==> config.mk <==
export PLATFORM = sky130hd
export DESIGN_NAME = cmult_arbiter
export DESIGN_NICKNAME = d
export VERILOG_FILES = /design/src/rtl/cmult_arbiter.sv
export SDC_FILE = /design/constraint.sdc
export NUM_CORES = 1
export LEC_CHECK = 0
export ABC_CLOCK_PERIOD_IN_PS = 1700
export CAP_MARGIN = 10
export CORE_AREA = 4 4 129 69
export CTS_CLUSTER_DIAMETER = 30
export DETAILED_ROUTE_END_ITERATION = 8
export DIE_AREA = 0 0 133 73
export PLACE_DENSITY = 0.79
export SYNTH_ARGS = -nofsm -noshare
export SYNTH_HDL_FRONTEND = slang
export SYNTH_SLANG_ARGS = --single-unit
==> constraint.sdc <==
create_clock -name clk -period 1.7 [get_ports clk]
set_input_delay 0.34 -clock clk [delete_from_list [all_inputs] [get_ports clk]]
set_output_delay 0.34 -clock clk [all_outputs]
set_load 0.005 [all_outputs]
==> src/rtl/cmult_arbiter.sv <==
// rtl/cmult_arbiter.sv - two-requester arbiter in front of a shared pipelined complex multiplier
module cmult_arbiter #(
    parameter int INTEGER_SIZE = 8,
    parameter int FRACT_SIZE   = 8,
    parameter int LATENCY      = 2
) (
    input  logic                                        clk,
    input  logic                                        rst,
    input  logic                                        req_valid0,
    input  logic                                        req_valid1,
    output logic                                        req_ready0,
    output logic                                        req_ready1,
    input  logic signed [INTEGER_SIZE+FRACT_SIZE-1:0]   a0_r,
    input  logic signed [INTEGER_SIZE+FRACT_SIZE-1:0]   a0_i,
    input  logic signed [INTEGER_SIZE+FRACT_SIZE-1:0]   b0_r,
    input  logic signed [INTEGER_SIZE+FRACT_SIZE-1:0]   b0_i,
    input  logic signed [INTEGER_SIZE+FRACT_SIZE-1:0]   a1_r,
    input  logic signed [INTEGER_SIZE+FRACT_SIZE-1:0]   a1_i,
    input  logic signed [INTEGER_SIZE+FRACT_SIZE-1:0]   b1_r,
    input  logic signed [INTEGER_SIZE+FRACT_SIZE-1:0]   b1_i,
    output logic signed [INTEGER_SIZE+FRACT_SIZE-1:0]   mul_in1_r,
    output logic signed [INTEGER_SIZE+FRACT_SIZE-1:0]   mul_in1_i,
    output logic signed [INTEGER_SIZE+FRACT_SIZE-1:0]   mul_in2_r,
    output logic signed [INTEGER_SIZE+FRACT_SIZE-1:0]   mul_in2_i,
    input  logic signed [INTEGER_SIZE+FRACT_SIZE-1:0]   mul_out_r,
    input  logic signed [INTEGER_SIZE+FRACT_SIZE-1:0]   mul_out_i,
    output logic signed [INTEGER_SIZE+FRACT_SIZE-1:0]   rsp_r,
    output logic signed [INTEGER_SIZE+FRACT_SIZE-1:0]   rsp_i,
    output logic                                        rsp_valid0,
    output logic                                        rsp_valid1,
    input  logic                                        flush,
    output logic                                        flush_done,
    output logic                                        busy
);

    localparam int DW = INTEGER_SIZE + FRACT_SIZE;

    typedef enum logic [1:0] {
        ARB   = 2'd0,
        DRAIN = 2'd1,
        DONE  = 2'd2
    } state_t;

    state_t               state_q;
    state_t               state_d;
    logic                 ptr_q;
    logic                 ptr_d;
    logic                 grant0;
    logic                 grant1;
    logic                 done_pulse;
    logic [LATENCY-1:0]   tag_valid;
    logic [LATENCY-1:0]   tag_id;

    always_comb begin
        state_d    = state_q;
        grant0     = 1'b0;
        grant1     = 1'b0;
        done_pulse = 1'b0;
        case (state_q)
            ARB: begin
                if (flush) begin
                    state_d = DRAIN;
                end else begin
                    // ptr_q names the requester that wins a tie
                    grant0 = req_valid0 && (!req_valid1 || !ptr_q);
                    grant1 = req_valid1 && (!req_valid0 ||  ptr_q);
                end
            end
            DRAIN: begin
                if (tag_valid == '0) begin
                    state_d = DONE;
                end
            end
            DONE: begin
                done_pulse = 1'b1;
                state_d    = ARB;
            end
            default: state_d = ARB;
        endcase
        if (rst) begin
            grant0     = 1'b0;
            grant1     = 1'b0;
            done_pulse = 1'b0;
        end
    end

    always_comb begin
        ptr_d = ptr_q;
        if (req_valid0 && req_valid1 && (grant0 || grant1)) begin
            ptr_d = grant0;
        end
    end

    always_ff @(posedge clk) begin
        if (rst) begin
            state_q   <= ARB;
            ptr_q     <= 1'b0;
            tag_valid <= '0;
            tag_id    <= '0;
        end else begin
            state_q <= state_d;
            ptr_q   <= ptr_d;
            for (int k = LATENCY - 1; k > 0; k--) begin
                tag_valid[k] <= tag_valid[k-1];
                tag_id[k]    <= tag_id[k-1];
            end
            tag_valid[0] <= grant0 || grant1;
            tag_id[0]    <= grant1;
        end
    end

    always_comb begin
        mul_in1_r = '0;
        mul_in1_i = '0;
        mul_in2_r = '0;
        mul_in2_i = '0;
        if (grant0) begin
            mul_in1_r = a0_r;
            mul_in1_i = a0_i;
            mul_in2_r = b0_r;
            mul_in2_i = b0_i;
        end else if (grant1) begin
            mul_in1_r = a1_r;
            mul_in1_i = a1_i;
            mul_in2_r = b1_r;
            mul_in2_i = b1_i;
        end
    end

    assign req_ready0 = grant0;
    assign req_ready1 = grant1;
    assign flush_done = done_pulse;

    // The last tag stage lines up with the multiplier output of the same transfer
    assign rsp_valid0 = !rst && tag_valid[LATENCY-1] && !tag_id[LATENCY-1];
    assign rsp_valid1 = !rst && tag_valid[LATENCY-1] &&  tag_id[LATENCY-1];
    assign rsp_r      = mul_out_r;
    assign rsp_i      = mul_out_i;
    assign busy       = !rst && (tag_valid != '0);

endmodule
==> metrics.txt, run 1 <==
outcome=complete, but fails checks; failing checks=setup timing; initial antenna violation count=0; n_diodes=0; Min-Delay Path Class=reg2reg; Most Crowded Layer GR=met2; IO Count=267; Sink Count=7; Routed WL per cell=17.44 microns; Initial DRC Count=91; Clock transition at path regs=0.04 ns; final worst slack=-0.3849 ns; die area=9709 sq um; Leak=0.001550 uW; dpl cell area=3632 sq um; CTS root buf=clkbuf_16; met3 Use GR=5.372%; setup violators final=67; area of the mapped netlist=1443 sq um; Via Count=2,480; via/cell ratio=4.872; Worst Tran Pin Value=0.3501 ns; clk_lat worst skew=0.23 ns; Synth area leader=a32oi_1; EDFF count, synth=0; most common cell in the netlist=nor2_1; Tcrit/Tclk final=122.6%; post-route design area=3931 sq um; largest net degree at the start of global routing=37; # fillers=727; Clock Path Buffers=2; first-pass GRT wire length=13,440 microns; Initial DRT Pass Iterations=4; Max-slew headroom=76.06%; Mapped Nets=386; number of placed instances, taps included=491; startpoint types=flop; vias in the first global route=2,533; Syn Inst Count=221; Core Area=7799 sq um; FF+latch count, synth=7; gr ovfl total=0; Final nets=563; Post-Syn Area per Cell=6.528 sq um; Synth Flop Type=dfxtp_1; post-synth top area share=38.86%; share of cells above drive strength 1=40.30%; M2 GR Usage=29.04%; P&R area growth vs syn=172.5%; max-capacitance violation count=0; Slew Limit Fails=0; CP Class=reg2out; ranking of synthesized cells by area=a32oi_1 (39%), nor2_1 (18%), buf_4 (17%), dfxtp_1 (9.7%), clkbuf_1 (5.7%); async set-reset flop share out of synthesis=0%; post-DP HPWL=6276 microns; GP Congestion=0.6979; H-tree depth=1; Ys Warns=0; die height=73 microns; Worst VDD drop=0.2326 mV; crit path time final=2.085 ns; unrepaired setup endpoints after global routing=true; sequential share of the synthesized area=9.714%; met1 usage=21.61%; DRT antenna net count=0; achievable frequency=479.6 MHz; GRT Total Usage=16.97%; Total Wirelength=8878 microns; Starting Density=18.50%; CP arrival=1.74 ns; Final Skew=0.0009734 ns; Non-Filler Instances=509; CP Max Fanout=5; # DRC=0; Port Buffer Count=202; Yosys cell types=20; crit end category=output port; setup TNS=-19.28 ns; minimum hold slack=0.4316 ns; Fin. Hold Viols=0; Site Rows=23; Synth top cells by count=nor2_1 (71), a32oi_1 (64), buf_4 (32); Die Wd=133 microns; CP required=1.36 ns; PD cells=393.0 nW/um^2; CTS tree=built; # hold bufs at CTS=0; TritonCTS Buffers=3
[worst max-delay path, stage by stage, from the launching register on]
cell	delay, ns
dfxtp_2	0.31
or4_4	0.55
buf_12	0.15
buf_4	0.16
buf_16	0.15
nor2_4	0.07
buf_2	0.11
[kinds of logic after synthesis]
kind of cell | Yosys count | share of synthesized area (%)
AOI/OAI and AO/OA | 68 | 40.68
and+or+nand+nor | 84 | 24.20
buffers and inverters | 62 | 25.41
DFF | 7 | 9.713
[state kept, by name, summed over array words and instances (netlist names)]
register	flops
tag_id	2
state_q	2
tag_valid	2
ptr_q	1
[cells in the final DEF (no fill, tap or decap)]
master	synthesis	layout
dfxtp_1	7	4
nor2_1	71	31
clkdlybuf4s15_1	0	2
nor3b_1	2	2
a21boi_4	0	1
clkdlybuf4s50_1	0	128
nand2b_4	0	1
and3b_1	1	1
buf_12	0	11
a32oi_2	0	9
buf_6	1	8
a2111oi_0	1	1
bufbuf_16	0	1
o21ai_0	1	1
a21oi_2	0	1
nand2_1	3	3
nor2_2	0	5
or3_4	0	1
nor2_4	0	35
a32oi_1	64	54
or4_4	1	1
buf_4	32	10
a32oi_4	0	1
nor3_1	1	1
buf_2	5	63
clkbuf_1	22	1
clkbuf_16	0	3
dlygate4sd2_1	0	5
nor2b_1	3	3
buf_16	0	6
dfxtp_2	0	3
[what timing repair did]
action                                  CTS  global route
resized for setup                       322            24
buffers inserted                          9             0
pin swaps                                20             4
endpoints found under the setup margin   71            68
gates cloned                              8             0
[path summary, 6_finish.rpt]
| path | startpoint | to | slack [ns] | cells past startpoint |
|---|---|---|---|---|
| max | state_q[0]$_SDFFE_PP0P_ | mul_in1_r[8] | -0.38 | 6 |
| min | tag_id[0]$_SDFF_PP0_ | tag_id[1]$_SDFF_PP0_ | 0.43 | 1 |
| max reg2reg | state_q[0]$_SDFFE_PP0P_ | ptr_q$_SDFFE_PP0P_ | -0.26 | 7 |
| min reg2reg | tag_id[0]$_SDFF_PP0_ | tag_id[1]$_SDFF_PP0_ | 0.43 | 1 |
[per-layer routing]
metal | up-vias | share of wire [%]
li1 | 1167 | -
met1 | 1178 | 43
met2 | 130 | 48
met3 | 5 | 8.4
met4 | 0 | 0.52
met5 | - | 0
[stage by stage]
stage               util [%]  worst slack, ns  total power, uW
global placement       46.57          -0.8079            988.8
finish                 50.41          -0.3849             1545
floorplan                  -         0.003298            541.9
CTS                    49.57          -0.4145             1536
global route           50.41          -0.4375             1618
detailed placement     46.57          -0.8295             1001
[layout make-up]
type / instances / area [sq um] / area share (%)
tap: 112 / 140.1 / 3.565
clock buffer: 4 / 78.83 / 2.005
timing repair buffer: 234 / 2243 / 57.07
sequential: 7 / 143.9 / 3.660
multi-input combinational: 152 / 1325 / 33.70
[power by group]
part	switching, uW	internal, uW	total, uW
combinational	390	572	962
sequential	5.59	175	180
clock	90.9	312	403
Note: power is estimated with default switching activity, not from simulation.
==> inputs of run 2 (changes only) <==
==> constraint.sdc (replaced) <==
create_clock -name clk -period 1.7 [get_ports clk]
set_input_delay 0.34 -clock clk [delete_from_list [all_inputs] [get_ports clk]]
set_output_delay 0.34 -clock clk [all_outputs]
set_load 0.01 [all_outputs]
==> run 2 against run 1 <==
  * First-iteration DRC count increased by 2.2%
  * Worst hold slack better by 0.020 ns
  * The run still ends with setup timing left
  * Routed wire length rose by 8.1%
  * Critical path depth shrank 1
  * Final area rose by 11%
  * Die area is the same
  * Maximum frequency increased by 4.1%
==> metrics.txt, run 2 (synthesis results as in run 1) <==
CP arrival=1.66 ns (-0.08 ns); gr ovfl total=0 (unchanged); Logic pwr share=65.4% (+3.1 points); number of placed instances, taps included=487 (-0.81%); # DRC=0 (unchanged); Initial DRT Pass Iterations=4 (unchanged); IO Count=267 (unchanged); first-pass GRT wire length=14,500 microns (+7.8%); CTS root buf=clkbuf_16; Sink Count=7 (unchanged); crit path max-delay cell type=or4_4; CP peak stage delay=0.57 ns (+0.02 ns); P&R area growth vs syn=202.7%; commonest cells after routing, fill and taps aside=clkdlybuf4s50_1 (128), a32oi_1 (63), buf_6 (60), nor2_4 (58), buf_4 (13); Worst Tran Pin Value=0.3816 ns (+0.03152 ns); H-tree depth=1 (unchanged); Starting Density=18.50% (unchanged); CP cell instances=or4_4, buf_12, buf_16, nor2b_4, buf_6; startpoint types=flop; Slew Limit Fails=0 (unchanged); Routed WL per cell=18.85 microns (+8.1%); die height=73 microns (unchanged); n_diodes=0 (unchanged); Clock transition at path regs=0.04 ns (about the same); CTS tree=built; failing checks=setup timing; dpl cell area=3685 sq um (+1.4%); internal power=1119 uW (+5.8%); GP Congestion=0.7680 (+10%); Min-Delay Path Class=reg2reg; share of cells above drive strength 1=44.08% (+3.8 points); outcome=complete, but fails checks; Non-Filler Instances=509 (unchanged); DRT antenna net count=0 (unchanged); PD cells=385.6 nW/um^2 (-1.9%); Clock Power Share=23.9% (-2.2 points); CP Max Fanout=5 (unchanged); GRT Total Usage=18.49% (+1.5 points); Tcrit/Tclk final=117.9% (-4.8 points); vias in the first global route=2,680 (+5.8%); Initial DRC Count=93 (+2.2%); crit end category=output port; largest net degree at the start of global routing=34 (-8.1%); unrepaired setup endpoints after global routing=true; Clock Path Buffers=2 (unchanged); Leak=0.001592 uW (+2.7%); max-capacitance violation count=0 (unchanged); Total Wirelength=9596 microns (+8.1%); CP Class=reg2out; Die Wd=133 microns (unchanged); via/cell ratio=4.900 (+0.56%); Bufs and invs on worst path=3 (-1); registers with the most flip-flops=state_q: 2 flops, tag_id: 2 flops, tag_valid: 2 flops; achievable frequency=499.1 MHz (+4.1%); setup violators final=67 (unchanged); post-route design area=4367 sq um (+11%); crit path time final=2.004 ns (-0.08133 ns); Site Rows=23 (unchanged); Worst VDD drop=0.2978 mV (+28%); Crit path max-delay family=simple AND/OR/NAND/NOR gates; Final nets=563 (unchanged); post-DP HPWL=6392 microns (+1.9%); net switching power=564.5 uW (+16%); Via Count=2,494 (+0.56%); CP required=1.36 ns (about the same); final worst slack=-0.3036 ns (+0.08133 ns); Fin. Hold Viols=0 (unchanged); commonest non-fill, non-tap cell in the layout=clkdlybuf4s50_1; die area=9709 sq um (unchanged); Max-slew headroom=73.90% (-2.2 points); TritonCTS Buffers=3 (unchanged); switch share=33.52% (+2.0 points); initial antenna violation count=0 (unchanged); Reg power frac=10.7% (-1.0 points); Final Skew=0.0006287 ns (-0.0003447 ns); clk_lat worst skew=0.23 ns (about the same); Port Buffer Count=202 (unchanged); Core Area=7799 sq um (unchanged)
==> run 2: layout make-up <==
cell class / count / area, sq um
well taps: 112 / 140.1
flip-flops and latches: 7 / 142.6
clock buffers: 4 / 78.83
fillers: 659 / 3432
repair buffers: 234 / 2587
multi-input cells: 152 / 1418
==> run 2: power groups by stage <==
stage               Combinational (uW)  Sequential (uW)  Clock, uW
global placement                   850              181          0
global route                      1160              180        423
detailed placement                 868              182          0
CTS                               1060              179        408
finish                            1100              179        403
floorplan                          447              181          0
==> run 2: routing by layer <==
metal / up-vias / wire length, microns / track usage, %
li1: 1164 / - / -
met1: 1195 / 3856 / 21.94
met2: 128 / 4828 / 33.09
met3: 7 / 827 / 6.405
met4: 0 / 82 / 3.341
met5: - / 0 / 0
==> run 2: per-stage QoR <==
step / util [%] / TNS (ns) / setup slack [ns] / hold WS, ns / total power [uW]
floorplan: - / -0.3146 / -0.01573 / 0.4138 / 628.0
global placement: 47.25 / -56.13 / -0.8646 / 0.4219 / 1032
detailed placement: 47.25 / -57.05 / -0.9292 / 0.4366 / 1050
CTS: 53.67 / -20.99 / -0.3710 / 0.4526 / 1644
global route: 55.99 / -21.54 / -0.3505 / 0.4708 / 1767
finish: 55.99 / -18.96 / -0.3036 / 0.4519 / 1684
==> run 2: worst paths after layout <==
kind,from,endpoint,slack (ns),cells past startpoint
worst max-delay path,state_q[0]$_SDFFE_PP0P_,req_ready0,-0.30,5
worst max register to register,state_q[0]$_SDFFE_PP0P_,ptr_q$_SDFFE_PP0P_,-0.13,6
worst min-delay path,tag_id[0]$_SDFF_PP0_,tag_id[1]$_SDFF_PP0_,0.45,1
worst min register to register,tag_id[0]$_SDFF_PP0_,tag_id[1]$_SDFF_PP0_,0.45,1
==> run 2: repair_timing <==
| item | CTS | global route |
|---|---|---|
| gates cloned | 10 | 0 |
| pin swaps | 45 | 6 |
| setup endpoints to repair | 71 | 68 |
| buffers inserted | 9 | 1 |
| hold buffers | 0 | 0 |
| resized for setup | 354 | 41 |
